### src/rtl/key_sched.sv
// rtl/key_sched.sv - DES round-key generator with valid/ready handshake, encrypt or decrypt order
module key_sched (
    input  logic        clk,
    input  logic        rst_n,
    input  logic        req,
    input  logic        dec,
    input  logic [63:0] key,
    output logic [47:0] rk,
    output logic        rk_valid,
    input  logic        rk_ready,
    output logic [3:0]  rk_idx,
    output logic        busy,
    output logic        done
);

    typedef enum logic [1:0] {
        S_IDLE,
        S_LOAD,
        S_GEN,
        S_DONE
    } state_t;

    // Permuted choice 1: 1-based DES key bit positions, first 28 form C, next 28 form D.
    localparam int PC1 [56] = '{
        57, 49, 41, 33, 25, 17,  9,  1, 58, 50, 42, 34, 26, 18,
        10,  2, 59, 51, 43, 35, 27, 19, 11,  3, 60, 52, 44, 36,
        63, 55, 47, 39, 31, 23, 15,  7, 62, 54, 46, 38, 30, 22,
        14,  6, 61, 53, 45, 37, 29, 21, 13,  5, 28, 20, 12,  4
    };

    // Permuted choice 2: 1-based positions within the 56-bit C||D word.
    localparam int PC2 [48] = '{
        14, 17, 11, 24,  1,  5,  3, 28, 15,  6, 21, 10,
        23, 19, 12,  4, 26,  8, 16,  7, 27, 20, 13,  2,
        41, 52, 31, 37, 47, 55, 30, 40, 51, 45, 33, 48,
        44, 49, 39, 56, 34, 53, 46, 42, 50, 36, 29, 32
    };

    function automatic logic [55:0] pc1_fn(input logic [63:0] k);
        logic [55:0] r;
        r = '0;
        for (int i = 0; i < 56; i++) begin
            r[55-i] = k[64-PC1[i]];
        end
        return r;
    endfunction

    function automatic logic [47:0] pc2_fn(input logic [55:0] cd);
        logic [47:0] r;
        r = '0;
        for (int i = 0; i < 48; i++) begin
            r[47-i] = cd[56-PC2[i]];
        end
        return r;
    endfunction

    // Rounds 1, 2, 9 and 16 shift by one; every other round by two.
    function automatic logic shift_one(input logic [3:0] i);
        return (i == 4'd0) || (i == 4'd1) || (i == 4'd8) || (i == 4'd15);
    endfunction

    function automatic logic [27:0] rotl(input logic [27:0] x, input logic one);
        return one ? {x[26:0], x[27]} : {x[25:0], x[27:26]};
    endfunction

    function automatic logic [27:0] rotr(input logic [27:0] x, input logic one);
        return one ? {x[0], x[27:1]} : {x[1:0], x[27:2]};
    endfunction

    state_t      state_q, state_d;
    logic [27:0] c_q, c_d;
    logic [27:0] d_q, d_d;
    logic        dec_q, dec_d;
    logic [47:0] rk_q, rk_d;
    logic        rk_valid_q, rk_valid_d;
    logic [3:0]  rk_idx_q, rk_idx_d;
    logic [3:0]  idx_n;
    logic [3:0]  dec_sel;

    // Sequencing and key datapath: rotate C/D in place for the next index, then apply PC-2.
    // In decrypt order index j undoes shift SHIFT[16-j]; the wrap to index 0 on the last
    // accept undoes SHIFT[0], so C/D return to PC-1(key) in both directions.
    always_comb begin
        state_d    = state_q;
        c_d        = c_q;
        d_d        = d_q;
        dec_d      = dec_q;
        rk_d       = rk_q;
        rk_valid_d = rk_valid_q;
        rk_idx_d   = rk_idx_q;
        idx_n      = rk_idx_q + 4'd1;
        dec_sel    = 4'd0 - idx_n;

        case (state_q)
            S_IDLE: begin
                if (req) begin
                    {c_d, d_d} = pc1_fn(key);
                    dec_d      = dec;
                    rk_idx_d   = 4'd0;
                    state_d    = S_LOAD;
                end
            end
            S_LOAD: begin
                if (!dec_q) begin
                    c_d = rotl(c_q, shift_one(4'd0));
                    d_d = rotl(d_q, shift_one(4'd0));
                end
                rk_d       = pc2_fn({c_d, d_d});
                rk_valid_d = 1'b1;
                rk_idx_d   = 4'd0;
                state_d    = S_GEN;
            end
            S_GEN: begin
                if (rk_valid_q && rk_ready) begin
                    if (dec_q) begin
                        c_d = rotr(c_q, shift_one(dec_sel));
                        d_d = rotr(d_q, shift_one(dec_sel));
                    end else if (rk_idx_q != 4'd15) begin
                        c_d = rotl(c_q, shift_one(idx_n));
                        d_d = rotl(d_q, shift_one(idx_n));
                    end
                    if (rk_idx_q != 4'd15) begin
                        rk_d     = pc2_fn({c_d, d_d});
                        rk_idx_d = idx_n;
                    end else begin
                        rk_valid_d = 1'b0;
                        state_d    = S_DONE;
                    end
                end
            end
            S_DONE: begin
                state_d = S_IDLE;
            end
            default: begin
                state_d = S_IDLE;
            end
        endcase
    end

    // State and datapath registers with asynchronous clear.
    always_ff @(posedge clk or negedge rst_n) begin
        if (!rst_n) begin
            state_q    <= S_IDLE;
            c_q        <= '0;
            d_q        <= '0;
            dec_q      <= 1'b0;
            rk_q       <= '0;
            rk_valid_q <= 1'b0;
            rk_idx_q   <= '0;
        end else begin
            state_q    <= state_d;
            c_q        <= c_d;
            d_q        <= d_d;
            dec_q      <= dec_d;
            rk_q       <= rk_d;
            rk_valid_q <= rk_valid_d;
            rk_idx_q   <= rk_idx_d;
        end
    end

    assign rk       = rk_q;
    assign rk_valid = rk_valid_q;
    assign rk_idx   = rk_idx_q;
    assign busy     = (state_q != S_IDLE);
    assign done     = (state_q == S_DONE);

endmodule

### config.mk
export PLATFORM = sky130hd
export DESIGN_NAME = key_sched
export DESIGN_NICKNAME = d
export VERILOG_FILES = /design/src/rtl/key_sched.sv
export SDC_FILE = /design/constraint.sdc
export NUM_CORES = 1
export LEC_CHECK = 0
export CORE_MARGIN = 2
export CORE_UTILIZATION = 30
export DETAILED_ROUTE_END_ITERATION = 16
export PLACE_DENSITY = 0.57
export SYNTH_ARGS = -nofsm -noshare
export SYNTH_HDL_FRONTEND = slang
export SYNTH_SLANG_ARGS = --single-unit
export TNS_END_PERCENT = 1
### constraint.sdc
create_clock -name clk -period 3.5 [get_ports clk]
set_clock_uncertainty 0.1 [all_clocks]
set_input_delay 0.35 -clock clk [delete_from_list [all_inputs] [get_ports clk]]
set_output_delay 0.35 -clock clk [all_outputs]
set_load 0.01 [all_outputs]
* Word-level counts from Yosys, hierarchy flattened
Index checks and enable logic that the tools add are counted.
** Operators by class
- $add $sub $neg :: 2
- Eq/ne operators :: 16
- Mux-type cells :: 30
- Reductions and logical operators :: 20
** Operator list (count)
- two-way mux 28 bit :: 14
- one-hot mux 28 bit (3 select lines) :: 2
- two-way mux 48 bit :: 2
- one-hot mux 48 bit (2 select lines) :: 1
- == test 4 bit (second input constant) :: 4
- two-way mux 4 bit :: 3
- one-hot mux 4 bit (3 select lines) :: 1
- AND reduction 3 bit :: 4
- inequality test 2 bit (second input constant) :: 5
- == test 4 x 1 -> 1 bit (second input constant) :: 2
- logical NOT 4 bit :: 2
- one-hot mux 2 bit (4 select lines) :: 1
- logical OR 1 bit :: 6
- two-way mux 2 bit :: 3
- AND reduction 5 bit :: 1
- adder 4 x 1 -> 4 bit (second input constant) :: 1
- == test 2 bit (second input constant) :: 2
- inequality test 4 bit (second input constant) :: 1
- AND reduction 4 bit :: 1
- nonzero test 2 bit :: 2
- subtractor 1 x 4 -> 4 bit (first input constant) :: 1
- inequality test 3 bit (second input constant) :: 1
- nonzero test 3 bit :: 1
- == test 2 x 1 -> 1 bit (second input constant) :: 1
- other kinds (5) :: 6
** Storage, ports and cells
- Register bits :: 112
- Bits of input ports :: 69
- Word-level logic and storage cells :: 77

* Depth between registers and ports, before layout
Gate-level depths: netlist of run 1.
- Depth after elaboration :: 11
- Mapped depth :: 11
- Depth with buffers taken out :: 8

* Worst setup path before layout of run 1
Ideal clock, no wire load.
- Path type :: register to register
- Start :: register rk_idx_q[0], in the netlist rk_idx[0]
- End :: register c_q[10]
- Arrival :: 2.591 ns
- Required time :: 3.253 ns
- Path slack :: 0.663 ns
- Stages on the path, launching flop included :: 11
- Path buffers :: 2
- Period minus slack after synthesis :: 2.837 ns
- Path through :: dfrtp_1 inv_1 ha_1 nor3b_2 mux2i_2 o21a_4 buf_12 buf_12 mux2_4 a22oi_1 o221ai_1
** On the way
- Word-level cells in the longest chain between the ends :: 10
** Ends and longest elaborated chain
- start, declared :: RTL line 76 : logic [3:0] rk_idx_q, rk_idx_d;
- start signal, assigned :: RTL line 157 : rk_idx_q <= rk_idx_d;
- adder 4 x 1 -> 4 bit :: RTL line 91 : idx_n = rk_idx_q + 4'd1;
- subtractor 1 x 4 -> 4 bit, or another cell as far along :: RTL line 92 : dec_sel = 4'd0 - idx_n;
- == test 4 x 1 -> 1 bit, or another cell as far along :: RTL line 59 : return (i == 4'd0) || (i == 4'd1) || (i == 4'd8) || (i == 4'd15);
- logical OR 1 bit (2 in a row) :: RTL line 59
- logical OR 1 bit / two-way mux 28 bit (equally long branches) :: RTL line 59, 63
- two-way mux 28 bit, on equally long branches :: RTL line 67, 118
- two-way mux 28 bit :: RTL line 115 : if (dec_q) begin
- two-way mux 28 bit :: RTL line 114 : if (rk_valid_q && rk_ready) begin
- one-hot mux 28 bit (3 select lines) :: RTL line 94 : case (state_q)
- end signal, assigned :: RTL line 144 : c_q <= '0;
- end signal, assigned :: RTL line 152 : c_q <= c_d;
- end, declared :: RTL line 71 : logic [27:0] c_q, c_d;
Several ways; a longest one is shown, not always the timed one. The select of a mux whose other input is x is not followed.
A chain may end at the register's enable or synchronous reset.

* Final worst setup path of run 1
- Start :: register rk_idx_q[1], in the netlist rk_idx[1]
- End :: register rk_q[35], in the netlist rk[35]
** On the way
- Word-level cells in the longest chain between the ends :: 11
** Ends and longest elaborated chain
- adder 4 x 1 -> 4 bit :: RTL line 91
- subtractor 1 x 4 -> 4 bit, or another cell as far along :: RTL line 92
- == test 4 x 1 -> 1 bit, or another cell as far along :: RTL line 59
- logical OR 1 bit (2 in a row) :: RTL line 59
- logical OR 1 bit / two-way mux 28 bit (equally long branches) :: RTL line 59, 63
- two-way mux 28 bit, on equally long branches :: RTL line 67, 118
- two-way mux 28 bit :: RTL line 115
- two-way mux 48 bit :: RTL line 122 : if (rk_idx_q != 4'd15) begin
- two-way mux 48 bit :: RTL line 114
- one-hot mux 48 bit (2 select lines) :: RTL line 94
- end signal, assigned :: RTL line 155 : rk_q <= rk_d;
- end, declared :: RTL line 74 : logic [47:0] rk_q, rk_d;
Several ways; a longest one is shown, not always the timed one. The select of a mux whose other input is x is not followed.

==> results of run 1 <==
flip-flops by register name (all words and copies together), names as in the netlist:
| name | flops |
|---|---|
| d_q | 28 |
| state_q | 2 |
| dec_q | 1 |
| rk | 48 |
| rk_idx | 4 |
| rk_valid | 1 |
| c_q | 28 |
per-layer routing:
| layer | up-vias | routed length (um) | GRT usage |
|---|---|---|---|
| met2 | 370 | 14800 | 0.338 |
| met5 | - | 0 | 0 |
| met4 | 0 | 924 | 0.0767 |
| met1 | 4266 | 14000 | 0.282 |
| met3 | 65 | 2020 | 0.0308 |
| li1 | 4107 | - | - |
where the power goes:
group	switching (mW)	leakage (nW)	internal (mW)
clock network	0.517	0.143	0.545
registers	1.06	1.32	2.02
logic	5.13	2.69	3.72
total	6.70	4.15	6.29
synthesized netlist by cell type (22+ instances only):
cell,number,area (sq um)
nand2b_1,22,138
nand2_1,81,304
dfrtp_1,112,2800
mux2_2,23,259
or3_1,22,138
a21oi_1,62,310
inv_1,31,116
nor2_1,96,360
nand3_1,34,170
mux2i_1,62,621
a31oi_1,62,388
o21ai_0,161,806
clkbuf_1,92,345
layout make-up:
| cell class | count | area, sq um |
|---|---|---|
| fillers | 2958 | 18200 |
| inverters | 32 | 120 |
| repair buffers | 158 | 1520 |
| well taps | 384 | 480 |
| clock inverters | 2 | 13.8 |
| clock buffers | 14 | 274 |
| flip-flops and latches | 112 | 2810 |
| multi-input cells | 819 | 5250 |
logic make-up after synthesis:
logic type,Yosys count
AO/OA/AOI/OAI,422
adder cells (fa/ha/maj),10
AND/OR/NAND/NOR,293
flip-flops,112
multiplexers,94
buffers and inverters,150
repair_timing:
action,in CTS,in global routing
hold endpoints to repair,28,0
buffers inserted,0,0
hold buffers,1,0
final timing paths:
| path | endpoint | slack, ps | cells after the start |
|---|---|---|---|
| hold reg to reg | rk[34] | 390 | 2 |
| setup / recovery | rk[35] | 420 | 8 |
| max in group asynchronous | rk[37] | 2130 | 3 |
| min in group clk | rk[34] | 390 | 2 |
| hold / removal | c_q[5] | 380 | 2 |
| setup reg to reg | rk[35] | 420 | 8 |
critical path: cells and delay by family (launching register included):
family	cells	cell delay, ps
buf+inv	1	340
compound gates	4	880
flops	1	520
fa+ha+maj	1	440
simple gates	2	720
through the flow:
step                      cells  cell area (sq um)  setup WS (ps)  utilization  total power [mW]
final                      1521              10500            421        0.366              13.0
after detailed placement   1504              10200            470        0.355              11.9
after CTS                  1521              10500            463        0.366              12.9
after global routing       1521              10500            200        0.366              14.1
after global placement     1504              10200            507        0.355              11.7
after floorplan            1081               8680            663            -              8.94
==> impl_metrics.toml, run 1 <==
[drt]
vias = 8808
detailedRoute.firstIterationViolations = 804
dr_wl_cell_um = 20.9
postRouteWirelength_um = 31700
via_per_inst = 5.79
drt_first_pass_iters = 7
drc_errors = 0
ant_nets = 0

[grt]
globalRoute.totalOverflow = 0
grt_antenna_before_repair = 0
grt_first_pass_wirelength_um = 50100
pin_count_of_the_biggest_net_entering_global_routing = 57
global_route.usage.total = 0.208
via_count_of_the_first_global_routing_pass = 8546

[floorplan]
initial_utilization = 0.303
fp-row-count = 62
top_level_ports = 124
fp.dieH_um = 174
die_area_sq_um = 30300
floorplan.die.width_um = 174
design.core.area_sq_um = 28600

[synthesis]
synth_top_family_by_area = "compound AO/OA/AOI/OAI gates"
ys_types = 64
synthesis.area_per_instance_sq_um = 8.03
synth_area_sq_um = 8680
synthFlopType = "dfrtp_1"
ys_async_sr_fraction = 1.00
ys_seq_area_frac = 0.323
synth_adder_area_share = 0.0144
yosys_warns = 0
synth_simple_gate_area_frac = 0.156
post_synthesis_net_count = 1160
synth_mux_area_frac = 0.117
yosys_register_bits = 112
syn_inst = 1081
synth-compound-area-share = 0.313
synth-xor-area-share = 0
synth-edff-count = 0

[clock_tree]
clock_tree.root_cell = "clkbuf_16"
count_of_instances_resized_after_the_clock_tree_is_built = 0
cts_tree = "yes"
tritoncts.num_buffers = 9
clock_sinks = 112
ctsHtreeMaxLevel = 3
clk_pin_slew_worst_paths_ps = 70
cts_buffer_depth = 2
clk_latency_ps = 370

[layout]
fin_nets = 1211
final_layout_size_suffix_gt1_frac = 0.103
layout.cells.most_common = "o21ai_0"
mostFrequentLayoutCells = "o21ai_0 (161), clkdlybuf4s50_1 (114), dfrtp_1 (111), nor2_1 (95), nand2_1 (81)"
areaGrowthSynthToFinish_pct = 20.7
antenna-diode-count = 0

[worst_setup_path]
cpMaxStageDelayCell = "and3_1"
start_kind = "flip-flop"
timing.critical_path.from = "rk_idx[1]"
critical-path-max-stage-delay_ps = 610
critical_path.endpoint_type = "flip-flop"
worst_path_most_repeated_cell = "a31oi_1"
worst_r2r_startpoint = "rk_idx[1]"
crit_required_ps = 3690
cp.arrival_ps = 3270
path_max_fanout = 15
path_cells = "ha_1, a2bb2oi_1, and3_1, buf_4, o21ai_0, a31oi_1, a31oi_1, nor2_1"
timing.setup.critical_path_class = "flip-flop to flip-flop"

[placed_design]
finalWeightedCongestion = 0.867
place_hpwl_um = 21400
port_buffers = 115

[outcome]
outcome = "complete, no violations"

[sta]
maxSlewHeadroom = 0.436
final.hold.worst_slack_ps = 377
finalMaxSlewViolations = 0
hold_viol_final = 0
finalCritPeriodShare = 0.880
totalNegativeSetupSlack_ps = 0
clock_period_minus_final_worst_setup_slack_ps = 3080
setup_viol_count_final = 0
unrepaired_setup_endpoints_after_global_routing = "false"
worst-slew-pin-transition_ps = 845
fmax_ghz = 0.325

[power]
power_per_cell_area_nw_per_um2 = 1240
power.static_leakage_nw = 4.15
irDropWorstVdd_mv = 0.721

[flow_run]
cap_violations = 0

[worst_hold_path]
type_of_the_worst_min_delay_path = "input port to async pin"
Power figures use the tool's default switching activity.
==> run 2, diff against run 1 <==
--- a/config.mk
+++ b/config.mk
@@ -5,10 +5,12 @@
 export SDC_FILE = /design/constraint.sdc
 export NUM_CORES = 1
 export LEC_CHECK = 0
+export CELL_PAD_IN_SITES_DETAIL_PLACEMENT = 1
+export CELL_PAD_IN_SITES_GLOBAL_PLACEMENT = 2
 export CORE_MARGIN = 2
 export CORE_UTILIZATION = 30
 export DETAILED_ROUTE_END_ITERATION = 16
-export PLACE_DENSITY = 0.57
+export PLACE_DENSITY = 0.83
 export SYNTH_ARGS = -nofsm -noshare
 export SYNTH_HDL_FRONTEND = slang
 export SYNTH_SLANG_ARGS = --single-unit
==> run 2 against run 1 <==
  * The flow now finishes with violations (negative hold slack)
  * Clock power is 4% higher
  * Critical path depth is 1 higher
  * Final cell count is 0.26% lower
  * Count of clock-buffer cells in the layout down 2
  * Sequential power about the same
  * Routed wire length rose by 9.0%
  * Die area unchanged
  * Global-route usage increased by 1.8 points
  * Utilization hardly changed
  * Combinational power rose by 1%
  * Worst hold slack worse by 400 ps
  * Critical path type unchanged
==> impl_metrics.toml, run 2 (synthesized netlist as in run 1, its figures left out) <==
[outcome]
outcome = "finished, violations left"
failing_checks = "negative hold slack"

[floorplan]
initial_utilization = 0.303
design.core.area_sq_um = 28600
fp.dieH_um = 174
die_area_sq_um = 30300
floorplan.die.width_um = 174
top_level_ports = 124
fp-row-count = 62

[flow_run]
cap_violations = 0

[grt]
use_met3 = 0.0262
pin_count_of_the_biggest_net_entering_global_routing = 80
globalRoute.totalOverflow = 0
top_usage_layer = "met2"
groute.layer.met2.usage = 0.385
grt_antenna_before_repair = 0
grt.met1_usage = 0.305
via_count_of_the_first_global_routing_pass = 9040
grt_first_pass_wirelength_um = 54400
global_route.usage.total = 0.226

[sta]
clock_period_minus_final_worst_setup_slack_ps = 3230
worst-slew-pin-transition_ps = 908
worst_slack_ps = 273
finalCritPeriodShare = 0.922
finalMaxSlewViolations = 0
setup_viol_count_final = 0
final.hold.worst_slack_ps = -19.4
maxSlewHeadroom = 0.395
hold_viol_final = 9
unrepaired_setup_endpoints_after_global_routing = "false"
fmax_ghz = 0.310
totalNegativeSetupSlack_ps = 0

[drt]
detailedRoute.firstIterationViolations = 644
drt_first_pass_iters = 5
dr_wl_cell_um = 22.8
ant_nets = 0
vias = 8953
drc_errors = 0
via_per_inst = 5.90
postRouteWirelength_um = 34600

[worst_setup_path]
path_cells = "inv_1, ha_1, nor3b_2, mux2i_2, o21a_4, nor2b_1, buf_4, a221oi_1, a221oi_1"
timing.setup.critical_path_class = "flip-flop to flip-flop"
critical_path.endpoint_type = "flip-flop"
start_kind = "flip-flop"
worst_path_most_repeated_cell = "a221oi_1"
path_max_fanout = 10
cpMaxStageDelayCell = "nor2b_1"
cp.arrival_ps = 3390
critical-path-max-stage-delay_ps = 680
crit_required_ps = 3670

[layout]
largest_register_ffs = 48
final_layout_size_suffix_gt1_frac = 0.102
areaGrowthSynthToFinish_pct = 20.5
antenna-diode-count = 0
fin_nets = 1207
mostFrequentLayoutCells = "o21ai_0 (161), clkdlybuf4s50_1 (114), dfrtp_1 (111), nor2_1 (95), nand2_1 (81)"
layout.cells.most_common = "o21ai_0"

[clock_tree]
cts_buffer_depth = 2
postCtsHoldBufs = 0
tritoncts.num_buffers = 9
ctsHtreeMaxLevel = 3
clk_latency_ps = 370
clock_tree.root_cell = "clkbuf_16"
count_of_instances_resized_after_the_clock_tree_is_built = 0
clk_pin_slew_worst_paths_ps = 80
clock_sinks = 112
cts_tree = "yes"
cts_setup_buffers = 0

[placed_design]
place_hpwl_um = 23100
placement.setup.worst_slack_ps = 269
finalWeightedCongestion = 0.852
port_buffers = 115

[power]
power_per_cell_area_nw_per_um2 = 1260
irDropWorstVdd_mv = 0.481
power.static_leakage_nw = 4.13

[worst_hold_path]
type_of_the_worst_min_delay_path = "input port to async pin"
==> run 2: changes by cell type in the layout (fill, tap and decap cells not counted), sizes merged <==
cell,before,now
clkinvlp,0,3
buf,43,40
clkbuf,14,12
dlygate4sd3,1,0
clkinv,3,2
==> run 2: report_power, final <==
group	switching, mW	internal, mW	total (mW)
clock	0.553	0.543	1.10
sequential	1.06	2.02	3.08
combinational	5.30	3.68	8.98
==> run 2: worst paths after layout <==
kind / from / depth (start not counted) / to / slack [ps]
hold reg to reg: rk[36] / 2 / rk[36] / 400
setup reg to reg: rk_idx[0] / 9 / c_q[13] / 270
hold / removal: rst_n / 1 / rk[41] / -20
max in group asynchronous: rst_n / 2 / rk_idx[0] / 2490
setup / recovery: rk_idx[0] / 9 / c_q[13] / 270
min in group clk: rk[36] / 2 / rk[36] / 400
==> run 2: metal layers <==
layer | wire length [um] | up-vias | part of all wire
met5 | 0 | - | 0
met4 | 542 | 0 | 0.016
met3 | 1800 | 35 | 0.052
met2 | 16900 | 281 | 0.49
met1 | 15300 | 4557 | 0.44
li1 | - | 4080 | -
==> run 2: worst max-delay path, delay by kind of cell (launching register included) <==
family	cells	cell delay (ps)
AOI/OAI and AO/OA	3	560
adders and majority gates	1	340
buffers and inverters	2	440
DFF	1	510
muxes	1	280
and+or+nand+nor	2	890
==> run 2: layout make-up <==
type	count	area, sq um
fill	3401	18200
clock inverter	4	27.5
timing repair buffer	154	1500
sequential	112	2810
inverter	32	120
multi-input combinational	819	5250
tap	384	480
clock buffer	12	267
==> run 2: through the flow <==
step | area (sq um) | hold WS, ps | cells | utilization | total power, mW
after floorplan | 8680 | -45.6 | 1081 | - | 8.94
after global placement | 10200 | 376 | 1501 | 0.355 | 11.8
after detailed placement | 10200 | 388 | 1501 | 0.355 | 12.0
after CTS | 10500 | 11.9 | 1517 | 0.365 | 13.2
after global routing | 10500 | 47.3 | 1517 | 0.365 | 14.2
final | 10500 | -19.4 | 1517 | 0.365 | 13.2
==> run 3, diff against run 2 <==
--- a/config.mk
+++ b/config.mk
@@ -11,6 +11,7 @@
 export CORE_UTILIZATION = 30
 export DETAILED_ROUTE_END_ITERATION = 16
 export PLACE_DENSITY = 0.83
+export REMOVE_ABC_BUFFERS = 1
 export SYNTH_ARGS = -nofsm -noshare
 export SYNTH_HDL_FRONTEND = slang
 export SYNTH_SLANG_ARGS = --single-unit
==> run 3 against run 2 <==
  * Clock power about the same
  * The run now ends clean
  * Non-clock buffer count increased by 6
  * Largest cell class unchanged
  * Worst hold slack improved by 420 ps
  * Utilization about the same
  * Sequential share of layout area about the same
  * Final area increased by 0.11%
  * Flip-flop and latch count unchanged
  * Critical path type unchanged
  * Maximum frequency increased by 1.4%
==> impl_metrics.toml, run 3 (synthesized netlist as in run 1, its figures left out) <==
[layout]
mostFrequentLayoutCells = "o21ai_0 (161), clkdlybuf4s50_1 (114), dfrtp_1 (111), nor2_1 (95), nand2_1 (81)"
final_layout_size_suffix_gt1_frac = 0.103
stdcell_count = 1523
areaGrowthSynthToFinish_pct = 20.6
post-route-util = 0.366
largest_register_ffs = 48
fin_nets = 1213
layout.cells.most_common = "o21ai_0"
final_cell_area_sq_um = 10500
antenna-diode-count = 0

[outcome]
outcome = "complete, no violations"

[drt]
via_per_inst = 5.87
drt_first_pass_iters = 5
detailedRoute.firstIterationViolations = 647
postRouteWirelength_um = 33700
ant_nets = 0
dr_wl_cell_um = 22.2
vias = 8944
drc_errors = 0

[grt]
grt_antenna_before_repair = 0
pin_count_of_the_biggest_net_entering_global_routing = 64
grt_first_pass_wirelength_um = 53700
global_route.usage.total = 0.222
globalRoute.totalOverflow = 0
via_count_of_the_first_global_routing_pass = 9268

[floorplan]
fp-row-count = 62
die_area_sq_um = 30300
fp.dieH_um = 174
floorplan.die.width_um = 174
initial_utilization = 0.303
top_level_ports = 124
design.core.area_sq_um = 28600

[worst_setup_path]
crit_required_ps = 3670
timing.setup.critical_path_class = "flip-flop to flip-flop"
critical_path.endpoint_type = "flip-flop"
start_kind = "flip-flop"
path_max_fanout = 20
cp.arrival_ps = 3350

[sta]
totalNegativeSetupSlack_ps = 0
setup_viol_count_final = 0
unrepaired_setup_endpoints_after_global_routing = "false"
final.hold.worst_slack_ps = 404
finalCritPeriodShare = 0.909
fmax_ghz = 0.314
finalMaxSlewViolations = 0
clock_period_minus_final_worst_setup_slack_ps = 3180
maxSlewHeadroom = 0.395
worst_slack_ps = 317
hold_viol_final = 0
worst-slew-pin-transition_ps = 905

[placed_design]
port_buffers = 115
placedInstanceArea_sq_um = 10200
finalWeightedCongestion = 0.805
post-place-cells = 1506
place_hpwl_um = 22000
placement.setup.worst_slack_ps = 338

[clock_tree]
clock_sinks = 112
clk_pin_slew_worst_paths_ps = 80
clock_tree.root_cell = "clkbuf_16"
cts_buffer_depth = 2
ctsHtreeMaxLevel = 3
cts_tree = "yes"
cts_setup_buffers = 0
tritoncts.num_buffers = 9
clk_latency_ps = 370

[power]
irDropWorstVdd_mv = 1.23
total_power_mw = 13.1
power_per_cell_area_nw_per_um2 = 1250
power.static_leakage_nw = 4.15

[flow_run]
cap_violations = 0

[worst_hold_path]
type_of_the_worst_min_delay_path = "flip-flop to flip-flop"
-- run 3: changes by cell type in the layout (fill, tap and decap cells not counted), sizes merged --
cell	change
clkinvlp	-2
bufinv	+1
dlygate4sd3	+1
buf	+5
clkbuf	+1
-- run 3: repair_timing --
item,CTS,global route
hold endpoints to repair,44,0
resized for setup,0,0
hold buffers,1,0
-- run 3: final cells by class --
class / count / area, sq um
Tap cell: 384 / 480
Fill cell: 3363 / 18200
Sequential cell: 112 / 2810
Inverter: 32 / 120
Multi-Input combinational cell: 819 / 5250
Clock buffer: 13 / 240
Clock inverter: 3 / 42.5
Timing Repair Buffer: 160 / 1530
-- run 3: critical path: stages (launching register included) --
cell and delay, ps:
dfrtp_1 510, inv_1 150, ha_1 340, nor3b_2 210, mux2i_2 280, o21a_4 310, buf_4 410, mux2i_1 130
a221o_1 340, a221oi_1 270
-- run 3: where the power goes --
| part | internal, mW | switching, mW |
|---|---|---|
| Combinational | 3.72 | 5.32 |
| Sequential | 2.03 | 0.968 |
| Clock | 0.558 | 0.525 |
-- run 3: worst paths after layout --
kind | from | to | slack [ps] | cells after the start
worst max-delay path | rk_idx[0] | d_q[9] | 320 | 9
worst min-delay path | rk[46] | rk[46] | 400 | 2
worst max register to register | rk_idx[0] | d_q[9] | 320 | 9
worst min register to register | rk[46] | rk[46] | 400 | 2
max in group asynchronous | rst_n | rk[29] | 1960 | 3
min in group asynchronous | rst_n | c_q[3] | 500 | 2
-- run 3: metal layers --
metal / routed length (um) / part of all wire / track usage
met1: 15100 / 0.45 / 0.296
met2: 16300 / 0.48 / 0.383
met3: 1840 / 0.055 / 0.0304
met4: 448 / 0.013 / 0.0497
met5: 0 / 0 / 0
